`src/rtl/fetch_unit_pkg.sv`:
```
// Shared fetch-stage types: bundle geometry, queue payloads and PC helpers.
package fetch_unit_pkg;

    localparam int unsigned XLEN             = 32;
    localparam int unsigned FETCH_WIDTH      = 2;
    localparam int unsigned FQ_DEPTH_DEFAULT = 4;
    localparam int unsigned BUNDLE_BYTES     = FETCH_WIDTH * 4;

    typedef logic [FETCH_WIDTH-1:0] slot_mask_t;

    // One decoded-width bundle as buffered in the fetch queue.
    typedef struct packed {
        slot_mask_t                        mask;
        logic [FETCH_WIDTH-1:0][XLEN-1:0]  pc;
        logic [FETCH_WIDTH-1:0][XLEN-1:0]  instr;
    } fetch_bundle_t;

    // Per-request tag carried alongside an outstanding memory request.
    typedef struct packed {
        slot_mask_t      mask;
        logic [XLEN-1:0] addr;
    } fetch_tag_t;

    function automatic logic [XLEN-1:0] bundle_align(input logic [XLEN-1:0] pc);
        return pc & ~XLEN'(BUNDLE_BYTES - 1);
    endfunction

    // Slots whose byte offset lies below the entry PC are not on the path.
    function automatic slot_mask_t start_mask(input logic [XLEN-1:0] pc);
        slot_mask_t m;
        m = '0;
        for (int unsigned i = 0; i < FETCH_WIDTH; i++) begin
            m[i] = (XLEN'(4 * i) >= (pc & XLEN'(BUNDLE_BYTES - 1)));
        end
        return m;
    endfunction

endpackage

```
`src/rtl/fetch_queue.sv`:
```
// Synchronous FIFO with flush; payload type is a parameter so the same
// block serves both the bundle queue and the in-flight tag queue.
module fetch_queue
    import fetch_unit_pkg::*;
#(
    parameter type         T     = fetch_bundle_t,
    parameter int unsigned DEPTH = FQ_DEPTH_DEFAULT
) (
    input  logic                   clk,
    input  logic                   reset,
    input  logic                   flush,
    input  logic                   push,
    input  T                       push_data,
    input  logic                   pop,
    output T                       head,
    output logic [$clog2(DEPTH):0] count
);

    localparam int unsigned PW = $clog2(DEPTH);

    T               mem [DEPTH];
    logic [PW-1:0]  wr_ptr;
    logic [PW-1:0]  rd_ptr;
    logic           empty;
    logic           full;
    logic           do_push;
    logic           do_pop;

    assign empty   = (count == '0);
    assign full    = (count == ($clog2(DEPTH)+1)'(DEPTH));
    assign do_pop  = pop && !empty;
    assign do_push = push && (!full || do_pop);
    assign head    = mem[rd_ptr];

    // Pointer and occupancy tracking; flush empties the queue in one cycle.
    always_ff @(posedge clk) begin
        if (reset || flush) begin
            wr_ptr <= '0;
            rd_ptr <= '0;
            count  <= '0;
        end else begin
            if (do_push) wr_ptr <= wr_ptr + 1'b1;
            if (do_pop)  rd_ptr <= rd_ptr + 1'b1;
            case ({do_push, do_pop})
                2'b10:   count <= count + 1'b1;
                2'b01:   count <= count - 1'b1;
                default: count <= count;
            endcase
        end
    end

    // Payload storage; contents are don't-care until written.
    always_ff @(posedge clk) begin
        if (do_push && !reset && !flush) mem[wr_ptr] <= push_data;
    end

endmodule

```
`src/rtl/fetch_unit.sv`:
```
// Front-end fetch stage: issues aligned bundle requests under a credit
// limit, buffers in-order responses and presents one bundle per cycle.
module fetch_unit
    import fetch_unit_pkg::*;
#(
    parameter logic [XLEN-1:0] RESET_PC = '0,
    parameter int unsigned     FQ_DEPTH = FQ_DEPTH_DEFAULT
) (
    input  logic                          clk,
    input  logic                          reset,
    output logic                          imem_req_valid,
    input  logic                          imem_req_ready,
    output logic [XLEN-1:0]               imem_req_addr,
    input  logic                          imem_resp_valid,
    input  logic [XLEN*FETCH_WIDTH-1:0]   imem_resp_data,
    input  logic                          redirect_valid,
    input  logic [XLEN-1:0]               redirect_pc,
    output logic [FETCH_WIDTH-1:0]        if_valid,
    output logic [XLEN*FETCH_WIDTH-1:0]   if_pc,
    output logic [XLEN*FETCH_WIDTH-1:0]   if_instr,
    input  logic                          fetch_stall_req
);

    localparam int unsigned CW = $clog2(FQ_DEPTH) + 1;

    logic [XLEN-1:0] fetch_pc;
    logic [XLEN-1:0] req_addr;
    logic            first_req;
    logic [CW-1:0]   fq_count;
    logic [CW-1:0]   inflight;
    logic [CW-1:0]   drop_cnt;
    logic [CW:0]     credit_used;
    logic            req_fire;
    logic            resp_drop;
    logic            fq_push;
    logic            fq_pop;
    logic            fq_empty;

    fetch_tag_t      tag_push;
    fetch_tag_t      tag_head;
    fetch_bundle_t   bundle_in;
    fetch_bundle_t   bundle_head;

    assign req_addr    = bundle_align(fetch_pc);
    assign credit_used = (CW+1)'(fq_count) + (CW+1)'(inflight);

    assign imem_req_valid = !reset && !redirect_valid && (credit_used < (CW+1)'(FQ_DEPTH));
    assign imem_req_addr  = reset ? '0 : req_addr;
    assign req_fire       = imem_req_valid && imem_req_ready;

    assign tag_push.mask = first_req ? start_mask(fetch_pc) : '1;
    assign tag_push.addr = req_addr;

    assign resp_drop = (drop_cnt != '0);
    assign fq_push   = imem_resp_valid && !resp_drop && !redirect_valid;
    assign fq_empty  = (fq_count == '0);
    assign fq_pop    = !fq_empty && !fetch_stall_req;

    // Outstanding-request tags; occupancy doubles as the in-flight count.
    // Never flushed: stale responses still arrive and must retire their tag.
    fetch_queue #(
        .T     (fetch_tag_t),
        .DEPTH (FQ_DEPTH)
    ) u_tag_q (
        .clk       (clk),
        .reset     (reset),
        .flush     (1'b0),
        .push      (req_fire),
        .push_data (tag_push),
        .pop       (imem_resp_valid),
        .head      (tag_head),
        .count     (inflight)
    );

    fetch_queue #(
        .T     (fetch_bundle_t),
        .DEPTH (FQ_DEPTH)
    ) u_fetch_q (
        .clk       (clk),
        .reset     (reset),
        .flush     (redirect_valid),
        .push      (fq_push),
        .push_data (bundle_in),
        .pop       (fq_pop),
        .head      (bundle_head),
        .count     (fq_count)
    );

    // Assemble the incoming bundle from the response and its tag.
    always_comb begin
        bundle_in.mask = tag_head.mask;
        for (int unsigned i = 0; i < FETCH_WIDTH; i++) begin
            bundle_in.pc[i]    = tag_head.addr + XLEN'(4 * i);
            bundle_in.instr[i] = imem_resp_data[i*XLEN +: XLEN];
        end
    end

    // Next request address and the start-mask flag for the first bundle.
    always_ff @(posedge clk) begin
        if (reset) begin
            fetch_pc  <= RESET_PC;
            first_req <= 1'b1;
        end else if (redirect_valid) begin
            fetch_pc  <= redirect_pc;
            first_req <= 1'b1;
        end else if (req_fire) begin
            fetch_pc  <= req_addr + XLEN'(BUNDLE_BYTES);
            first_req <= 1'b0;
        end
    end

    // Stale-response counter. On redirect every outstanding response is on
    // the old path; drop_cnt is already a subset of inflight, so it is
    // replaced by the post-cycle outstanding count rather than added to.
    always_ff @(posedge clk) begin
        if (reset) begin
            drop_cnt <= '0;
        end else if (redirect_valid) begin
            drop_cnt <= inflight - CW'(imem_resp_valid);
        end else if (imem_resp_valid && resp_drop) begin
            drop_cnt <= drop_cnt - 1'b1;
        end
    end

    // Decode-facing outputs: head of the queue, zero when empty or in reset.
    always_comb begin
        if_valid = '0;
        if_pc    = '0;
        if_instr = '0;
        if (!reset && !fq_empty) begin
            if_valid = bundle_head.mask;
            for (int unsigned i = 0; i < FETCH_WIDTH; i++) begin
                if_pc[i*XLEN +: XLEN]    = bundle_head.pc[i];
                if_instr[i*XLEN +: XLEN] = bundle_head.instr[i];
            end
        end
    end

endmodule

```
`config.mk`:
```
export PLATFORM = sky130hd
export DESIGN_NAME = fetch_unit
export DESIGN_NICKNAME = d
export VERILOG_FILES = /design/src/rtl/fetch_unit_pkg.sv /design/src/rtl/fetch_queue.sv /design/src/rtl/fetch_unit.sv
export SDC_FILE = /design/constraint.sdc
export NUM_CORES = 1
export LEC_CHECK = 0
export ABC_AREA = 1
export CAP_MARGIN = 20
export CORE_MARGIN = 2
export CORE_UTILIZATION = 30
export DETAILED_ROUTE_END_ITERATION = 16
export GPL_TIMING_DRIVEN = 0
export PLACE_DENSITY = 0.6
export SETUP_SLACK_MARGIN = 0.2
export SKIP_LAST_GASP = 1
export SLEW_MARGIN = 20
export SYNTH_ARGS = -nofsm -noshare
export SYNTH_HDL_FRONTEND = slang
export SYNTH_SLANG_ARGS = --single-unit
```
`constraint.sdc`:
```
create_clock -name clk -period 7 [get_ports clk]
set_clock_uncertainty 0.05 [all_clocks]
set_input_delay 1.4 -clock clk [delete_from_list [all_inputs] [get_ports clk]]
set_output_delay 1.4 -clock clk [all_outputs]
set_load 0.01 [all_outputs]
```
Yosys cells after proc, flatten, opt, wreduce, memory -nomap -nowiden
Memory sizes are Yosys's and may differ from the RTL's. A register that Yosys moved wholly into a read port is not among the register bits.
Index checks and enable logic that the tools add are counted.

storage, ports and cells
  register bits = 50
  ROM bits = 0
  memory bits (writable) = 644
  memories = 2
  latch bits = 0

operators by class
  order comparisons = 3
  $mul = 0
  add/sub/neg operators = 13
  reductions and logical operators = 34
  equality and inequality tests = 6
  div/mod/pow operators = 0
  bitwise logic cells = 0
  shifts and indexed selects = 0
  multiplexer cells = 19

memories
  name           depth  width  rd ports  clocked after Yosys merged registers in  wr ports  RTL line           source
  u_fetch_q.mem  4      130    1         1                                        1         fetch_queue.sv:21  T mem [DEPTH];
  u_tag_q.mem    4      31     1         1                                        1         fetch_queue.sv:21

operators by type and width
  kind                                                                          count
  64-bit two-way mux                                                            2
  32-bit two-way mux                                                            3
  32-bit by 3-bit adder with 32-bit output, second input constant               1
  32-bit by 4-bit adder with 32-bit output, second input constant               1
  1-bit logical AND                                                             15
  2-bit two-way mux                                                             6
  3-bit one-hot mux with 2 select lines                                         2
  3-bit by 1-bit subtractor with 3-bit output, second input constant            3
  2-bit by 1-bit adder with 2-bit output, second input constant                 4
  1-bit logical NOT                                                             8
  2-bit nonzero test                                                            4
  3-bit by 1-bit adder with 3-bit output, second input constant                 2
  3-bit equality test, second input constant                                    2
  3-bit logical NOT                                                             2
  3-bit two-way mux                                                             2
  3-bit by 3-bit adder with 4-bit output                                        1
  2-bit by 1-bit equality test with 1-bit output, second input constant         2
  2-bit equality test, second input constant                                    2
  4-bit by 3-bit less-than comparator with 1-bit output, second input constant  1
  1-bit two-way mux                                                             4
  1-bit by 3-bit >= comparator with 1-bit output, first input constant          1
  3-bit >= comparator, first input constant                                     1
  1-bit logical OR                                                              3
  3-bit nonzero test                                                            1
  2 further kinds                                                               2

Longest topological paths before layout
Gate-level depths: netlist of run 1.

  word-level depth = 10
  gate-level depth with buffers = 13
  gate-level depth less buffers = 13

Hierarchy
Synthesis of run 1 repeated with hierarchy kept, for this count alone.

second synthesis, totals
  cells, all modules = 2586
  area total of the unflattened synthesis = 29687.2 µm²

modules (own cells, without submodules)
  module                   instances  cells each  area an instance (µm²)
  fetch_queue (u_fetch_q)  1          1325        19767.7
  fetch_queue (u_tag_q)    1          397         5524.0
  fetch_unit               1          864         4395.5

Least setup slack after synthesis of run 1
OpenSTA, ideal clock, no wires.

  kind = in2reg
  from = in redirect_valid
  to = mem u_fetch_q.mem[0][0] in the netlist's numbering (enable)
  cell stages on the path = 5
  setup time = 0.549 ns
  path slack = 0.256 ns
  arrival = 6.145 ns
  data required time = 6.401 ns
  path through = buf_6 -> clkinv_1 -> nand4_1 -> or2_2 -> nor2_1

between the ends
  cells in the longest elaborated chain, start to end = 7

RTL lines
  item                                       RTL line                             source
  start, declared                            fetch_unit.sv:16                     input logic redirect_valid,
  1-bit logical NOT *                        fetch_queue.sv:54, fetch_unit.sv:55
  1-bit logical AND                          fetch_unit.sv:55                     assign fq_push = imem_resp_valid && !resp_drop && !redirect_valid;
  1-bit logical AND                          fetch_queue.sv:32                    assign do_push = push && (!full || do_pop);
  1-bit logical AND                          fetch_queue.sv:54                    if (do_push && !reset && !flush) mem[wr_ptr] <= push_data;
  1-bit logical AND *                        fetch_queue.sv:54
  1-bit two-way mux *                        fetch_queue.sv:54
  1-bit two-way mux (not written as such) *  fetch_queue.sv:54
  end, declared                              fetch_queue.sv:21

Mark *: on every way between the ends. The rest lies on a longest branch, timed or not.

Worst setup path after layout of run 1
  from = in reset
  to = out if_pc[54]

between the ends
  cells in the longest elaborated chain, start to end = 3

RTL lines
  item                RTL line           source
  start, declared     fetch_unit.sv:10   input logic reset,
  1-bit logical NOT   fetch_unit.sv:130  if (!reset && !fq_empty) begin
  1-bit logical AND   fetch_unit.sv:130
  64-bit two-way mux  fetch_unit.sv:130
  end, declared       fetch_unit.sv:19   output logic [XLEN*FETCH_WIDTH-1:0] if_pc,

No other way between the ends.

==> results.cfg, run 1 <==
[status]
status = complete, no violations

[timing]
fin_crit_sh = 0.9057
rsz0062_at_grt = false
worst_slew_margin_rel = 0.4874
finalHoldViolCount = 0
timing.final.crit_period_ns = 6.340
timing.hold.ws_ns = 0.4115
worst_pin_slew_ns = 0.7670
fmax_mhz = 157.7
final.setup.worst_slack_ns = 0.6604
slew_violations = 0
setup_viol = 0

[floorplan]
die_y_um = 281.1
die_width_um = 281.1
start_util = 0.3033
core_region_area_um2 = 75950
rows = 101
io_pins = 265
die_area_um2 = 79010

[finish]
nFillCells = 7214
nNetsFinal = 2526
mostFrequentLayoutCells = nor2_1 (540), edfxtp_1 (504), o21ai_0 (284)
final_common_cell = nor2_1
drive_gt1_frac = 0.07259
regArea_um2 = 16220
multi_input_area_um2 = 5778
area_growth_pct = 27.19
final_util = 0.3858

[hold_path]
min_path_type = flop to flop
holdPathStages = 2
hold_path_end = first_req$_SDFFE_PP1P_
hp-start = first_req$_SDFFE_PP1P_

[detailed_routing]
drt_iter0_drc = 1193
avgViaCountPerCell = 4.688
avgRoutedWirePerCell_um = 18.04
via_count = 16330
drt.antenna.violating_nets = 0
firstDrtPassIters = 5
drcViolationCount = 0
wl_um = 62860

[worst_setup_path]
crit_arrival_ns = 4.89
required_ns = 5.55
worstReg2RegEnd = u_fetch_q.mem[1][49]$_DFFE_PP_
slowest_delay_ns = 0.70
worst_setup_path_start_kind = input port
rrSetupSlack_ns = 3.85
worst_path_max_delay_cell = a21oi_1
crit_cells = 8
path_cells = clkdlybuf4s50_1 -> a21oi_1 -> inv_2 -> buf_2 -> buf_1 -> a21oi_1 -> buf_4 -> clkdlybuf4s50_1
critical_path.top_delay_family = buffers and inverters
reg2reg_depth = 10
end_kind = output port
cp_num_buf_inv = 6
crit_path_max_fanout = 10
critical_path_class = input port to output port
reg2reg_from = drop_cnt[0]$_SDFFE_PP0P_

[pwr]
p_int_uw = 5800
clock_power_share = 0.380
combPwrFrac = 0.116
power_density_nw_per_um2 = 261.8
netSwitchingPower_uw = 1871
sequentialPowerShare = 0.505
p_leak_uw = 0.009937
peakVddDrop_v = 0.0001910
swShare = 0.2439

[placement]
gp_congestion = 0.8858
dp_slack_ns = 0.6012
dpl.hpwl_um = 42970
io_buffers = 255

[yosys]
netlist_area_um2 = 23030
muxShareOfSynthArea = 0
syn_inst = 2063
yosysSeqAreaShare = 0.7040
yosys.area_share.adder = 0.01043
ys_ff_latch = 558
synth_cell_type_count = 37
synth_top_family_by_area = simple AND/OR/NAND/NOR gates
synth_compound_area_frac = 0.1036
yosysWarnings = 0
synth-simple-area-share = 0.1299
syn_area_per_cell_um2 = 11.17
synth_xor_area_frac = 0.003042

[global_routing]
antenna_found_initial = 4
grt_max_degree = 23
grt-ovfl-total = 0
grt_pass1_vias = 15910
grt_pass1_wl_um = 93410
grt_usage = 0.1556

[clock_tree]
clk_pin_slew_ns = 0.06
cts.sinks = 558
cts_buffer_depth = 3
cts_made_buffers = 57
cts_hold_buf = 0
postCtsSetupRepairBufs = 0
cts-resized-gates = 0
cts_htree_levels = 2
cts_tree = yes
root_buffer = clkbuf_16
worst_skew_pair.late_latency_ns = 0.62

[flow_run]
maxCapViolations = 0
==> cell families (layout without fill, tap and decap cells) <==
kind of cell | count (synthesis) | after routing
simple gates | 768 | 768
flops | 558 | 558
compound gates | 463 | 463
buf+inv | 247 | 629
fa+ha+maj | 18 | 18
xor+xnor | 8 | 8
other cells | 1 | 10
==> power groups by stage <==
stage / sequential, µW / clock [µW] / combinational, µW
global placement: 3950 / 0 / 838
CTS: 3870 / 2970 / 893
floorplan: 3920 / 0 / 483
global route: 3880 / 3100 / 984
finish: 3870 / 2910 / 886
detailed placement: 3940 / 0 / 887
==> flip-flops by register name, indices dropped and copies added (netlist names), named ones only <==
signal,cells
u_fetch_q.mem,380
first_req,1
u_fetch_q.wr_ptr,2
u_tag_q.rd_ptr,2
u_tag_q.count,3
u_tag_q.mem,124
u_fetch_q.rd_ptr,2
u_fetch_q.count,3
fetch_pc,32
drop_cnt,3
u_tag_q.wr_ptr,2
==> final cells by class <==
| class | instances | share of cell area |
|---|---|---|
| Sequential cell | 558 | 0.5535 |
| Clock inverter | 26 | 0.008584 |
| Timing Repair Buffer | 277 | 0.1055 |
| Antenna cell | 2 | 0.0001708 |
| Inverter | 102 | 0.01324 |
| Buffer | 145 | 0.02524 |
| Clock buffer | 79 | 0.05261 |
| Multi-Input combinational cell | 1265 | 0.1972 |
| Tap cell | 1030 | 0.04399 |
==> synth_stat cells <==
| master | number | area [µm²] |
|---|---|---|
| a211oi_1 | 4 | 30.03 |
| a21oi_1 | 133 | 665.6 |
| a31oi_1 | 3 | 18.77 |
| and2_1 | 1 | 6.260 |
| buf_1 | 12 | 45.04 |
| buf_2 | 15 | 75.07 |
| buf_4 | 39 | 292.8 |
| buf_6 | 4 | 45.04 |
| clkbuf_1 | 75 | 281.5 |
| clkinv_1 | 2 | 7.510 |
| clkinv_4 | 1 | 8.760 |
| conb_1 | 1 | 3.750 |
| dfxtp_1 | 54 | 1081 |
| edfxtp_1 | 504 | 15130 |
| fa_1 | 2 | 40.04 |
| ha_1 | 16 | 200.2 |
| inv_1 | 96 | 360.4 |
| inv_2 | 3 | 11.26 |
| nand2_1 | 161 | 604.3 |
| nand2_2 | 1 | 6.260 |
| nand2_4 | 1 | 11.26 |
| nand3_1 | 43 | 215.2 |
| nand3b_1 | 1 | 7.510 |
| nand4_1 | 5 | 31.28 |
| nor2_1 | 548 | 2057 |
| nor2_2 | 1 | 6.260 |
| nor2_4 | 2 | 22.52 |
| nor3_1 | 1 | 5.000 |
| o211ai_1 | 4 | 30.03 |
| o21a_1 | 1 | 7.510 |
| o21ai_0 | 284 | 1421 |
| o21ai_1 | 2 | 10.01 |
| o21ai_2 | 1 | 8.760 |
| o22ai_1 | 31 | 193.9 |
| or2_0 | 1 | 6.260 |
| or2_2 | 2 | 12.51 |
| xor2_1 | 8 | 70.07 |
==> worst max-delay path by stage <==
| stage | start | endpoint | slack, ns |
|---|---|---|---|
| 6_report | reset | if_pc[54] | 0.66 |
| 5_1_grt | reset | if_pc[61] | 0.43 |
| 4_1_cts | reset | if_pc[61] | 0.59 |
| 3_5_place_dp | reset | if_pc[61] | 0.60 |
| 3_3_place_gp | imem_resp_valid | u_fetch_q.mem[3][49]$_DFFE_PP_ | -3.80 |
| 2_1_floorplan | redirect_valid | u_fetch_q.mem[0][0]$_DFFE_PP_ | 0.26 |
==> layer usage <==
| metal | wire length [µm] | share of wire | global-route usage |
|---|---|---|---|
| met5 | 23 | 0.00037 | 0 |
| met4 | 1184 | 0.019 | 0.03716 |
| met3 | 4193 | 0.067 | 0.02935 |
| met2 | 31080 | 0.49 | 0.2713 |
| met1 | 26380 | 0.42 | 0.1989 |
==> stage by stage <==
step / std cells / power, µW / setup TNS (ns) / area (µm²)
floorplan: 2070 / 4406 / 0 / 23060
global placement: 3355 / 4786 / -1420.31 / 26900
detailed placement: 3377 / 4828 / 0 / 27500
CTS: 3482 / 7732 / 0 / 29290
global route: 3483 / 7962 / 0 / 29300
finish: 3484 / 7671 / 0 / 29300
==> worst reg2reg max path, stage by stage, from the launching register on <==
cell and delay (ns):
dfxtp_1 0.30, inv_1 0.11, ha_1 0.17, nand2_1 0.08, inv_1 0.07, nand4_1 0.28, or2_2 0.49, nor2_4 0.62
buf_12 0.28, buf_12 0.21, buf_16 0.20
Power figures use the tool's default switching activity.
==> run 2, diff against run 1 <==
Settings changed: CORE_UTILIZATION 30 to 51, PLACE_DENSITY 0.6 to 0.87.
==> results.cfg, run 2 (synthesis results as in run 1) <==
[status]
status = complete, no violations

[worst_setup_path]
cp_num_buf_inv = 6
end_kind = output port
reg2reg_from = drop_cnt[0]$_SDFFE_PP0P_
critical_path.top_delay_family = buffers and inverters
slowest_delay_ns = 0.57
critical_path_class = input port to output port
path_cells = clkdlybuf4s50_1 -> a21oi_1 -> inv_2 -> buf_2 -> buf_1 -> a21oi_1 -> buf_4 -> clkdlybuf4s50_1
reg2reg_depth = 10
crit_cells = 8
worst_path_max_delay_cell = clkdlybuf4s50_1
cp-startpoint = reset
worst_setup_path_start_kind = input port
crit_path_max_fanout = 10
crit_arrival_ns = 4.46
required_ns = 5.55

[global_routing]
grt_pass1_wl_um = 92190
grt-ovfl-total = 0
antenna_found_initial = 4
grt_max_degree = 26
grt_pass1_vias = 16820
grt_usage = 0.2540

[pwr]
peakVddDrop_v = 0.0001602
p_leak_uw = 0.009910
sequentialPowerShare = 0.508
power_density_nw_per_um2 = 266.1
power_uw = 7634
clock_power_share = 0.377
netSwitchingPower_uw = 1871
swShare = 0.2451
p_int_uw = 5763
combPwrFrac = 0.115

[detailed_routing]
avgRoutedWirePerCell_um = 19.87
drcViolationCount = 0
drt_iter0_drc = 2501
wl_um = 60420
firstDrtPassIters = 6
drt.antenna.violating_nets = 0
avgViaCountPerCell = 5.633
via_count = 17130

[finish]
mostFrequentLayoutCells = nor2_1 (540), edfxtp_1 (504), o21ai_0 (284)
top_register = u_fetch_q.mem
drive_gt1_frac = 0.07280
final_util = 0.6459
area_growth_pct = 24.53
nFillCells = 3161
largest_reg_flops = 380
regArea_um2 = 16220
reg.largest.list = u_fetch_q.mem (380), u_tag_q.mem (124), fetch_pc (32)
layoutNonFillerInstCount = 3041
stdcell_area_um2 = 28690
nNetsFinal = 2523
final_common_cell = nor2_1
multi_input_area_um2 = 5778

[clock_tree]
cts_buffer_depth = 3
cts_htree_levels = 2
cts_made_buffers = 54
clk_pin_slew_ns = 0.06
cts-resized-gates = 0
cts_tree = yes
cts.sinks = 558
cts_hold_buf = 0
root_buffer = clkbuf_16
postCtsSetupRepairBufs = 0
worst_skew_pair.late_latency_ns = 0.61

[flow_run]
maxCapViolations = 0

[floorplan]
io_pins = 265
die_y_um = 216.5
rows = 77
start_util = 0.5186
core_region_area_um2 = 44410
die_width_um = 216.5
die_area_um2 = 46880

[hold_path]
holdPathStages = 2
min_path_type = flop to flop
hp-start = fetch_pc[1]$_SDFFE_PP0P_

[timing]
setup_viol = 0
worst_slew_margin_rel = 0.5445
worst_pin_slew_ns = 0.6816
rsz0062_at_grt = false
timing.final.crit_period_ns = 5.912
slew_violations = 0
fin_crit_sh = 0.8446
timing.hold.ws_ns = 0.4069
fmax_mhz = 169.1
finalHoldViolCount = 0

[placement]
gp_congestion = 0.9636
dpl.hpwl_um = 39580
placedInstanceArea_um2 = 26930
dpl.cell_count = 2939
io_buffers = 255
==> run 2: cell types whose count changed in the layout (fill, tap and decap cells not counted), sizes merged <==
cell	previous run	this run
clkbuf	154	145
bufinv	4	5
inv	102	101
clkinv	19	21
diode	2	4
==> run 2: metal layers <==
layer,GRT usage,vias up,wire (µm)
li1,-,7792,-
met1,0.3215,8171,22360
met2,0.4371,1033,30200
met3,0.04940,133,6106
met4,0.09041,2,1733
met5,0,-,13
==> run 2: power groups by stage <==
| stage | combinational, µW | clock, µW | sequential (µW) |
|---|---|---|---|
| 6_report | 880 | 2880 | 3880 |
| 2_1_floorplan | 483 | 0 | 3920 |
| 3_5_place_dp | 849 | 0 | 3940 |
| 4_1_cts | 869 | 2890 | 3870 |
| 5_1_grt | 966 | 3010 | 3880 |
| 3_3_place_gp | 792 | 0 | 3940 |
==> run 2: stage by stage <==
stage | setup slack (ns) | setup TNS, ns
CTS | 1.069 | 0
global route | 0.9539 | 0
floorplan | 0.2561 | 0
finish | 1.088 | 0
detailed placement | 1.069 | 0
global placement | -3.203 | -1205.26
==> run 2: tightest hold or removal path, cell delays in order, from the launching register on <==
cell and delay [ns]:
dfxtp_1 0.30, nand2_1 0.06, a21oi_1 0.05
==> run 2: area by class of cell <==
type,instances,share of cell area
diodes,4,0.0003489
plain buffers,145,0.02578
clock buffers,70,0.05064
clock inverters,28,0.01012
inverters,102,0.01352
multi-input cells,1265,0.2014
flip-flops and latches,558,0.5653
well taps,592,0.02582
repair buffers,277,0.1070
==> run 2: worst paths after layout <==
path / end / slack (ns)
max: if_pc[54] / 1.09
min: fetch_pc[1]$_SDFFE_PP0P_ / 0.41
max reg2reg: u_fetch_q.mem[2][16]$_DFFE_PP_ / 4.09
min reg2reg: fetch_pc[1]$_SDFFE_PP0P_ / 0.41
==> run 3, diff against run 2 <==
Settings changed: CORE_UTILIZATION 51 to 56, PLACE_DENSITY 0.87 to 0.9.
Clock period 7 ns to 5.52 ns, I/O delays scaled along.
==> results.cfg, run 3 (synthesis results as in run 1) <==
[status]
status = complete, no violations

[clock_tree]
postCtsSetupRepairBufs = 0
clk_pin_slew_ns = 0.06
root_buffer = clkbuf_16
cts_made_buffers = 53
cts_buffer_depth = 3
worst_skew_pair.late_latency_ns = 0.60
cts.sinks = 558
cts_htree_levels = 2
cts_tree = yes
cts_hold_buf = 0

[floorplan]
core_region_area_um2 = 40740
die_area_um2 = 42770
die_y_um = 206.8
io_pins = 265
start_util = 0.5654
die_width_um = 206.8
rows = 74

[finish]
mostFrequentLayoutCells = nor2_1 (540), edfxtp_1 (504), o21ai_0 (284)
nNetsFinal = 2523
final_common_cell = nor2_1
nFillCells = 2573
area_growth_pct = 23.98
final_util = 0.7010
largest_reg_flops = 380
reg.largest.list = u_fetch_q.mem (380), u_tag_q.mem (124), fetch_pc (32)
drive_gt1_frac = 0.07522
top_register = u_fetch_q.mem

[worst_setup_path]
reg2reg_from = drop_cnt[0]$_SDFFE_PP0P_
worst_path_max_delay_cell = clkdlybuf4s50_1
crit_path_max_fanout = 10
path_cells = clkdlybuf4s50_1 -> a21oi_2 -> inv_2 -> buf_2 -> buf_1 -> a21oi_1 -> buf_4 -> clkdlybuf4s50_1
reg2reg_depth = 9
crit_arrival_ns = 4.01
critical_path_class = input port to output port
rrSetupSlack_ns = 2.58
worstReg2RegEnd = u_fetch_q.mem[1][51]$_DFFE_PP_
critical_path.top_delay_family = buffers and inverters
slowest_delay_ns = 0.59
path_common_cell = clkdlybuf4s50_1
cp-startpoint = reset
cp_num_buf_inv = 6
required_ns = 4.37
end_kind = output port
worst_setup_path_start_kind = input port

[pwr]
netSwitchingPower_uw = 2384
power_density_nw_per_um2 = 334.6
clock_power_share = 0.368
combPwrFrac = 0.118
swShare = 0.2495
peakVddDrop_v = 0.0002092
sequentialPowerShare = 0.514
p_leak_uw = 0.009884
p_int_uw = 7172

[hold_path]
min_path_type = flop to flop
hp-start = u_fetch_q.rd_ptr[1]$_SDFFE_PP0P_
holdPathStages = 2

[flow_run]
maxCapViolations = 0

[timing]
slew_violations = 0
worst_pin_slew_ns = 0.8106
fin_crit_sh = 0.9361
worst_slew_margin_rel = 0.4583
rsz0062_at_grt = false
setup_viol = 0
fmax_mhz = 193.5
finalHoldViolCount = 0
timing.hold.ws_ns = 0.4062
timing.final.crit_period_ns = 5.167

[detailed_routing]
drt_iter0_drc = 2350
firstDrtPassIters = 10
avgRoutedWirePerCell_um = 21.01
drcViolationCount = 0
drt.antenna.violating_nets = 0
wl_um = 62640
avgViaCountPerCell = 5.926
via_count = 17660

[global_routing]
grt_usage = 0.2903
grt-ovfl-total = 0
grt_max_degree = 26
grt_pass1_vias = 17350
antenna_found_initial = 3
grt_pass1_wl_um = 94410

[placement]
gp_congestion = 0.9138
dpl.hpwl_um = 40580
io_buffers = 255
run 3: area by class of cell:
cell class	instances	area, µm²	area share
inverter	102	387.9	0.01358
buffer	145	739.5	0.02589
clock buffer	75	1510	0.05288
clock inverter	23	163.9	0.005739
sequential	558	16220	0.5678
tap	532	665.6	0.02331
timing repair buffer	278	3083	0.1080
antenna	3	7.507	0.0002629
multi-input combinational	1265	5786	0.2026
run 3: worst max-delay path by stage:
stage                                          end  cells past startpoint  slack [ns]
floorplan            u_fetch_q.mem[0][0]$_DFFE_PP_                      5       -0.93
global placement    u_fetch_q.mem[3][48]$_DFFE_PP_                      4       -4.37
detailed placement                       if_pc[56]                      8        0.14
CTS                                      if_pc[56]                      8        0.33
global route                             if_pc[54]                      8        0.24
finish                                   if_pc[54]                      8        0.35
run 3: power by group through the flow:
stage               clock, µW  sequential, µW  combinational [µW]
detailed placement          0            5000                1090
global placement            0            5000                1000
CTS                      3520            4910                1110
floorplan                   0            4980                 612
global route             3660            4920                1230
finish                   3520            4910                1130
run 3: metal layers:
layer | wire [µm] | global-route usage | up-vias
met5 | 30 | 0 | -
met4 | 2103 | 0.1097 | 4
met3 | 6930 | 0.05871 | 196
met2 | 31060 | 0.5022 | 1250
met1 | 22510 | 0.3628 | 8428
li1 | - | - | 7786
run 3: tightest hold or removal path, cell delays in order, from the launching register on:
cell and delay (ns):
dfxtp_1 0.30, inv_1 0.06, a21oi_1 0.08
run 3: repair_timing:
action	4_1_cts	5_1_grt
gates cloned	0	0
pin swaps	0	0
resized for setup	1	1
endpoints found under the setup margin	5	1
run 3: stage by stage:
stage / instances / setup WS [ns] / setup TNS [ns] / power [µW] / instance area [µm²]
floorplan: 2070 / -0.9279 / -352.61 / 5588 / 23060
global placement: 2857 / -4.365 / -1638.93 / 6007 / 26280
detailed placement: 2880 / 0.1442 / 0 / 6088 / 26870
CTS: 2978 / 0.3338 / 0 / 9536 / 28550
global route: 2978 / 0.2403 / 0 / 9817 / 28550
finish: 2981 / 0.3525 / 0 / 9557 / 28560
